**src/rtl/data_bus_arbiter_if.sv**
```systemverilog
// Request/response bus bundle shared by the masters and the downstream port.
// N lanes are packed side by side; lane i of a field lives at [i*W +: W].
interface data_bus_arbiter_if #(
    parameter int N   = 1,
    parameter int AW  = 32,
    parameter int DW  = 32,
    parameter int BEW = 4
) ();
    logic [N-1:0]     req;
    logic [N*AW-1:0]  addr;
    logic [N-1:0]     we;
    logic [N*BEW-1:0] be;
    logic [N*DW-1:0]  wdata;
    logic [N-1:0]     gnt;
    logic [N-1:0]     rvalid;
    logic [N-1:0]     err;
    logic [N*DW-1:0]  rdata;

    modport master (
        output req, addr, we, be, wdata,
        input  gnt, rvalid, err, rdata
    );

    modport slave (
        input  req, addr, we, be, wdata,
        output gnt, rvalid, err, rdata
    );
endinterface

```
**src/rtl/data_bus_arbiter.sv**
```systemverilog
// Round-robin arbiter sharing one downstream data bus between NMST masters;
// an in-order FIFO of granted master IDs steers each response back to its issuer.
module data_bus_arbiter #(
    parameter int NMST    = 2,
    parameter int AW      = 32,
    parameter int DW      = 32,
    parameter int BEW     = 4,
    parameter int MAX_OUT = 2
) (
    input  logic                 clk,
    input  logic                 rst,
    data_bus_arbiter_if.slave    mst,
    data_bus_arbiter_if.master   slv,
    output logic                 spurious_rsp
);
    localparam int IDW = (NMST > 1) ? $clog2(NMST) : 1;
    localparam int PW  = (MAX_OUT > 1) ? $clog2(MAX_OUT) : 1;
    localparam int CW  = $clog2(MAX_OUT + 1);

    typedef enum logic {UNLOCKED, LOCKED} lock_state_e;

    lock_state_e      state_q, state_d;
    logic [IDW-1:0]   lock_id_q, lock_id_d;
    logic [IDW-1:0]   rr_ptr_q, rr_ptr_d;
    logic [PW-1:0]    wr_ptr_q, wr_ptr_d;
    logic [PW-1:0]    rd_ptr_q, rd_ptr_d;
    logic [CW-1:0]    count_q, count_d;
    logic             spurious_q, spurious_d;
    logic [IDW-1:0]   fifo_mem_q [MAX_OUT];

    logic [IDW-1:0]   sel_id;
    logic             sel_valid;
    logic [IDW-1:0]   head_id;
    logic             fifo_full;
    logic             fwd_req;
    logic             hs;
    logic             pop;
    int               idx;

    // While locked the pending address phase must not move to another master.
    always_comb begin
        sel_valid = 1'b0;
        sel_id    = '0;
        idx       = 0;
        if (state_q == LOCKED) begin
            sel_valid = 1'b1;
            sel_id    = lock_id_q;
        end else begin
            for (int k = NMST - 1; k >= 0; k--) begin
                idx = int'(rr_ptr_q) + k;
                if (idx >= NMST) idx = idx - NMST;
                if (mst.req[idx]) begin
                    sel_valid = 1'b1;
                    sel_id    = IDW'(idx);
                end
            end
        end
    end

    assign fifo_full = (count_q == CW'(MAX_OUT));
    assign fwd_req   = rst & sel_valid & mst.req[sel_id] & ~fifo_full;
    assign hs        = fwd_req & slv.gnt[0];
    assign pop       = rst & slv.rvalid[0] & (count_q != '0);
    assign head_id   = fifo_mem_q[rd_ptr_q];

    always_comb begin
        slv.req   = fwd_req;
        slv.addr  = '0;
        slv.we    = '0;
        slv.be    = '0;
        slv.wdata = '0;
        if (fwd_req) begin
            slv.addr  = mst.addr[sel_id*AW +: AW];
            slv.we    = mst.we[sel_id];
            slv.be    = mst.be[sel_id*BEW +: BEW];
            slv.wdata = mst.wdata[sel_id*DW +: DW];
        end
    end

    always_comb begin
        mst.gnt    = '0;
        mst.rvalid = '0;
        mst.err    = '0;
        mst.rdata  = '0;
        if (hs) mst.gnt[sel_id] = 1'b1;
        if (pop) begin
            mst.rvalid[head_id]             = 1'b1;
            mst.err[head_id]                = slv.err[0];
            mst.rdata[head_id*DW +: DW]     = slv.rdata;
        end
    end

    assign spurious_rsp = rst & spurious_q;

    always_comb begin
        state_d    = state_q;
        lock_id_d  = lock_id_q;
        rr_ptr_d   = rr_ptr_q;
        wr_ptr_d   = wr_ptr_q;
        rd_ptr_d   = rd_ptr_q;
        count_d    = count_q;
        spurious_d = spurious_q | (slv.rvalid[0] & (count_q == '0));

        case (state_q)
            UNLOCKED: begin
                if (fwd_req && !slv.gnt[0]) begin
                    state_d   = LOCKED;
                    lock_id_d = sel_id;
                end
            end
            LOCKED: begin
                // A master that abandons its request must not hold the bus forever.
                if (hs || !mst.req[lock_id_q]) state_d = UNLOCKED;
            end
            default: state_d = UNLOCKED;
        endcase

        if (hs) begin
            rr_ptr_d = (sel_id == IDW'(NMST - 1)) ? '0 : sel_id + 1'b1;
            wr_ptr_d = (wr_ptr_q == PW'(MAX_OUT - 1)) ? '0 : wr_ptr_q + 1'b1;
        end
        if (pop) begin
            rd_ptr_d = (rd_ptr_q == PW'(MAX_OUT - 1)) ? '0 : rd_ptr_q + 1'b1;
        end

        case ({hs, pop})
            2'b10:   count_d = count_q + 1'b1;
            2'b01:   count_d = count_q - 1'b1;
            default: count_d = count_q;
        endcase
    end

    always_ff @(posedge clk or negedge rst) begin
        if (!rst) begin
            state_q    <= UNLOCKED;
            lock_id_q  <= '0;
            rr_ptr_q   <= '0;
            wr_ptr_q   <= '0;
            rd_ptr_q   <= '0;
            count_q    <= '0;
            spurious_q <= 1'b0;
        end else begin
            state_q    <= state_d;
            lock_id_q  <= lock_id_d;
            rr_ptr_q   <= rr_ptr_d;
            wr_ptr_q   <= wr_ptr_d;
            rd_ptr_q   <= rd_ptr_d;
            count_q    <= count_d;
            spurious_q <= spurious_d;
        end
    end

    // ID storage needs no reset: entries are only read between push and pop.
    always_ff @(posedge clk) begin
        if (hs) fifo_mem_q[wr_ptr_q] <= sel_id;
    end
endmodule

```
**src/flat_wrapper.sv**
```systemverilog
// flat-port wrapper written by rule: the top's interface ports become plain ports
module data_bus_arbiter_flat 
#(
    parameter int NMST    = 2,
    parameter int AW      = 32,
    parameter int DW      = 32,
    parameter int BEW     = 4,
    parameter int MAX_OUT = 2
)
  (clk, rst, spurious_rsp, mst_req, mst_addr, mst_we, mst_be, mst_wdata, mst_gnt, mst_rvalid, mst_err, mst_rdata, slv_req, slv_addr, slv_we, slv_be, slv_wdata, slv_gnt, slv_rvalid, slv_err, slv_rdata);
  data_bus_arbiter_if #(.N(NMST), .AW(AW), .DW(DW), .BEW(BEW)) mst_i ();
  data_bus_arbiter_if #(.N(1), .AW(AW), .DW(DW), .BEW(BEW)) slv_i ();
  input  logic clk;
  input  logic rst;
  output logic spurious_rsp;
  input wire logic [$bits(mst_i.req)-1:0] mst_req;
  input wire logic [$bits(mst_i.addr)-1:0] mst_addr;
  input wire logic [$bits(mst_i.we)-1:0] mst_we;
  input wire logic [$bits(mst_i.be)-1:0] mst_be;
  input wire logic [$bits(mst_i.wdata)-1:0] mst_wdata;
  output wire logic [$bits(mst_i.gnt)-1:0] mst_gnt;
  output wire logic [$bits(mst_i.rvalid)-1:0] mst_rvalid;
  output wire logic [$bits(mst_i.err)-1:0] mst_err;
  output wire logic [$bits(mst_i.rdata)-1:0] mst_rdata;
  output wire logic [$bits(slv_i.req)-1:0] slv_req;
  output wire logic [$bits(slv_i.addr)-1:0] slv_addr;
  output wire logic [$bits(slv_i.we)-1:0] slv_we;
  output wire logic [$bits(slv_i.be)-1:0] slv_be;
  output wire logic [$bits(slv_i.wdata)-1:0] slv_wdata;
  input wire logic [$bits(slv_i.gnt)-1:0] slv_gnt;
  input wire logic [$bits(slv_i.rvalid)-1:0] slv_rvalid;
  input wire logic [$bits(slv_i.err)-1:0] slv_err;
  input wire logic [$bits(slv_i.rdata)-1:0] slv_rdata;
  assign mst_i.req = mst_req;
  assign mst_i.addr = mst_addr;
  assign mst_i.we = mst_we;
  assign mst_i.be = mst_be;
  assign mst_i.wdata = mst_wdata;
  assign mst_gnt = mst_i.gnt;
  assign mst_rvalid = mst_i.rvalid;
  assign mst_err = mst_i.err;
  assign mst_rdata = mst_i.rdata;
  assign slv_req = slv_i.req;
  assign slv_addr = slv_i.addr;
  assign slv_we = slv_i.we;
  assign slv_be = slv_i.be;
  assign slv_wdata = slv_i.wdata;
  assign slv_i.gnt = slv_gnt;
  assign slv_i.rvalid = slv_rvalid;
  assign slv_i.err = slv_err;
  assign slv_i.rdata = slv_rdata;
  data_bus_arbiter #(.NMST(NMST), .AW(AW), .DW(DW), .BEW(BEW), .MAX_OUT(MAX_OUT)) u_core (.clk(clk), .rst(rst), .mst(mst_i), .slv(slv_i), .spurious_rsp(spurious_rsp));
endmodule
```
**config.mk**
```make
export PLATFORM = sky130hd
export DESIGN_NAME = data_bus_arbiter_flat
export DESIGN_NICKNAME = d
export VERILOG_FILES = /design/src/rtl/data_bus_arbiter_if.sv /design/src/rtl/data_bus_arbiter.sv /design/src/flat_wrapper.sv
export SDC_FILE = /design/constraint.sdc
export NUM_CORES = 1
export LEC_CHECK = 0
export CELL_PAD_IN_SITES_DETAIL_PLACEMENT = 0
export CELL_PAD_IN_SITES_GLOBAL_PLACEMENT = 1
export CORE_ASPECT_RATIO = 0.75
export CORE_MARGIN = 3
export CORE_UTILIZATION = 11
export CTS_CLUSTER_SIZE = 30
export DETAILED_ROUTE_END_ITERATION = 8
export GPL_TIMING_DRIVEN = 0
export PLACE_DENSITY_LB_ADDON = 0.1
export SLEW_MARGIN = 20
export SYNTH_ARGS = -nofsm -noshare
export SYNTH_HDL_FRONTEND = slang
export SYNTH_SLANG_ARGS = --single-unit
```
**constraint.sdc**
```tcl
create_clock -name clk -period 2.59 [get_ports clk]
set_input_delay 0.777 -clock clk [delete_from_list [all_inputs] [get_ports clk]]
set_output_delay 0.777 -clock clk [all_outputs]
set_load 0.02 [all_outputs]
```
==> results_dict.tcl <==
set metrics [dict create \
    max-cap-violations 0 \
    min_period_ns 2.92 \
    grt-ovfl-total 0 \
    finClkSkew_ns 0.000791 \
    synth-compound-area-share 0.199 \
    max_slew_margin 0.627 \
    dp.final_hpwl_um 11600 \
    floorplan.initialDensity 0.113 \
    multiInputGateArea_um2 2640 \
    drt_pass1_iterations 4 \
    grt_pass1_vias 4138 \
    syn_area_per_cell_um2 5.04 \
    r2r_end "u_core.count_q[1]" \
    cts.reportedPaths.clkPinSlew_ns 0.04 \
    critical_path_required_ns 1.81 \
    yosys-top-cells-area "nand2_1, a21oi_1, nand3_1, nor2_1, dfrtp_1" \
    pre_cts_slack_ns -1.87 \
    ys_warn_count 0 \
    grt_pass1_wl_um 22800 \
    setup_tns_ns -19.74 \
    dieArea_um2 20000 \
    synth_common_cells "nand2_1, nor2_1, a21oi_1, nand3_1, clkbuf_1" \
    ys_types 29 \
    finalCritPeriodShare 1.13 \
    seq_area_um2 260 \
    cts_tree "yes" \
    synth_nets 578 \
    grt_max_degree 14 \
    clock.fmax_mhz 343 \
    synthMuxAreaShare 0.0106 \
    antenna_found_initial 1 \
    start_kind "primary input" \
    drt-initial-drc-count 125 \
    dr_total_vias 4234 \
    violations "negative setup slack" \
    clk_latency_ns 0.23 \
    power_leakage_nw 3.07 \
    ys_seq_area_frac 0.129 \
    rr_worst_depth 10 \
    synthSimpleGateAreaFrac 0.549 \
    path_class "in2out" \
    worst_hold_slack_ns 0.343 \
    cts-buffers-inserted 3 \
    netlist_area_um2 2010 \
    track_usage 0.141 \
    ys_ff_latch 10 \
    synth_top_cell_by_area "nand2_1" \
    htreeDepth 1 \
    slew_viol_final 0 \
    worst_pin_slew_ns 0.560 \
    yosysMostFrequentCell "nand2_1" \
    wl_per_cell_um 15.8 \
    synth_edf_count 2 \
    synth_adder_area_share 0.00621 \
    hold_buffers 0 \
    synth_xor_area_frac 0.0217 \
    area_delta_synth_final_pct 278 \
    dpl_cell_area_um2 5790 \
    io_buffers 317 \
    vias_per_cell 4.23 \
    layout_setup_ws_ns -0.328 \
    cts_sinks 10 \
    crit_path_end_kind "output port" \
    synthFlopType "dfrtp_1" \
    drive_gt1_frac 0.534 \
    die_w_um 162 \
    yosysTopAreaCellShare 0.198 \
    hold_class "in2async" \
    irDropWorstVdd_v 0.000344 \
    clock-root-buffer "clkbuf_16" \
    drtAntennaViolNets 0 \
    synthCells 400 \
    drt-total-wl_um 15800 \
    path_max_fanout 5 \
    io_pins 318 \
    core_um2 17800 \
    outcome "finished, violations left" \
    finalHoldViolCount 0 \
    rsz0062_at_grt "yes" \
    reg2reg_slack_ns 0.44 \
    clockBufferDepth 2 \
    final_cell_area_um2 7600 \
    die_h_um 123 \
    async_flop_share 0.800 \
    powerDensity_nw_per_um2 773 \
    gp_congestion 0.733 \
    fill_cells 1749 \
    remaining_drc_errors 0 \
    synth_top_family_by_area "simple AND/OR/NAND/NOR gates" \
    rr_startpoint "u_core.rr_ptr_q" \
    rows 42 \
    finalSetupViolCount 71 \
    nNetsFinal 936 \
    arrival_ns 2.14 \
]
[how the worst max path moves through the flow]
stage	startpoint	slack (ns)	endpoint
after floorplan	mst_req[1]	-0.21	slv_addr[10]
after global placement	rst	-1.77	mst_rdata[43]
after detailed placement	rst	-1.87	mst_rdata[11]
after CTS	mst_req[0]	-0.29	slv_wdata[12]
after global routing	mst_req[0]	-0.37	slv_wdata[18]
final	mst_req[1]	-0.33	slv_wdata[18]
[routing by layer]
layer  vias up  track usage  share of wire
met4         0       0.0309          0.013
met5         -            0              0
met2       162        0.250           0.52
li1       2051            -              -
met3        12       0.0291          0.065
met1      2009        0.176           0.40
[registers in the layout (all words and copies together) (netlist names)]
signal / cells
u_core.state_q: 1
u_core.rr_ptr_q: 1
u_core.fifo_mem_q: 2
u_core.rd_ptr_q: 1
u_core.spurious_q: 1
u_core.lock_id_q: 1
u_core.count_q: 2
u_core.wr_ptr_q: 1
[through the flow]
step                      power (mW)  utilization  cells
after detailed placement        3.54        0.325    959
final                           5.88        0.427   1000
after global placement          3.53        0.325    959
after floorplan                 2.14            -    400
after CTS                       5.28        0.381    993
after global routing            6.24        0.427   1000
[final cells by class]
type | instances | area share
antenna | 1 | 0.000329
buffer | 40 | 0.0818
clock buffer | 3 | 0.00987
clock inverter | 1 | 0.000494
inverter | 3 | 0.00313
multi-input combinational | 347 | 0.347
sequential | 10 | 0.0342
tap | 242 | 0.0398
timing repair buffer | 353 | 0.483
[placed cells by master (no fill, tap or decap), drive strengths merged, types with 2 or more instances in the layout]
master / n
edfxtp: 2
dfrtp: 8
nand2: 106
nor2: 74
nand2b: 2
nor2b: 2
buf: 179
and2: 2
a21oi: 72
xor2: 2
nand3: 69
dlygate4sd2: 2
inv: 3
xnor2: 3
clkdlybuf4s50: 172
nor3: 3
clkbuf: 41
[report_power, final]
part           internal [mW]  switching [mW]  leakage, nW
clock network          0.202          0.0693       0.0385
logic                   2.68            2.63         2.92
registers              0.230          0.0716        0.110
total                   3.11            2.77         3.07
[critical path, stage by stage]
cell       delay [ns]
buf_8            0.08
and3b_2          0.21
or3b_4           0.44
clkbuf_16        0.20
clkbuf_16        0.16
a21oi_2          0.13
buf_6            0.14
[logic make-up after synthesis]
kind of cell,Yosys count
multiplexers,2
AO/OA/AOI/OAI,77
XOR/XNOR,5
adder cells (fa/ha/maj),1
AND/OR/NAND/NOR,262
flip-flops,10
buffers and inverters,43
[timing repair]
action,4_1_cts,5_1_grt
gates cloned,12,3
endpoints found under the setup margin,146,138
pin swaps,16,55
setup buffers,18,4
gates resized for setup,894,201
(Power assumes the default switching activity.)
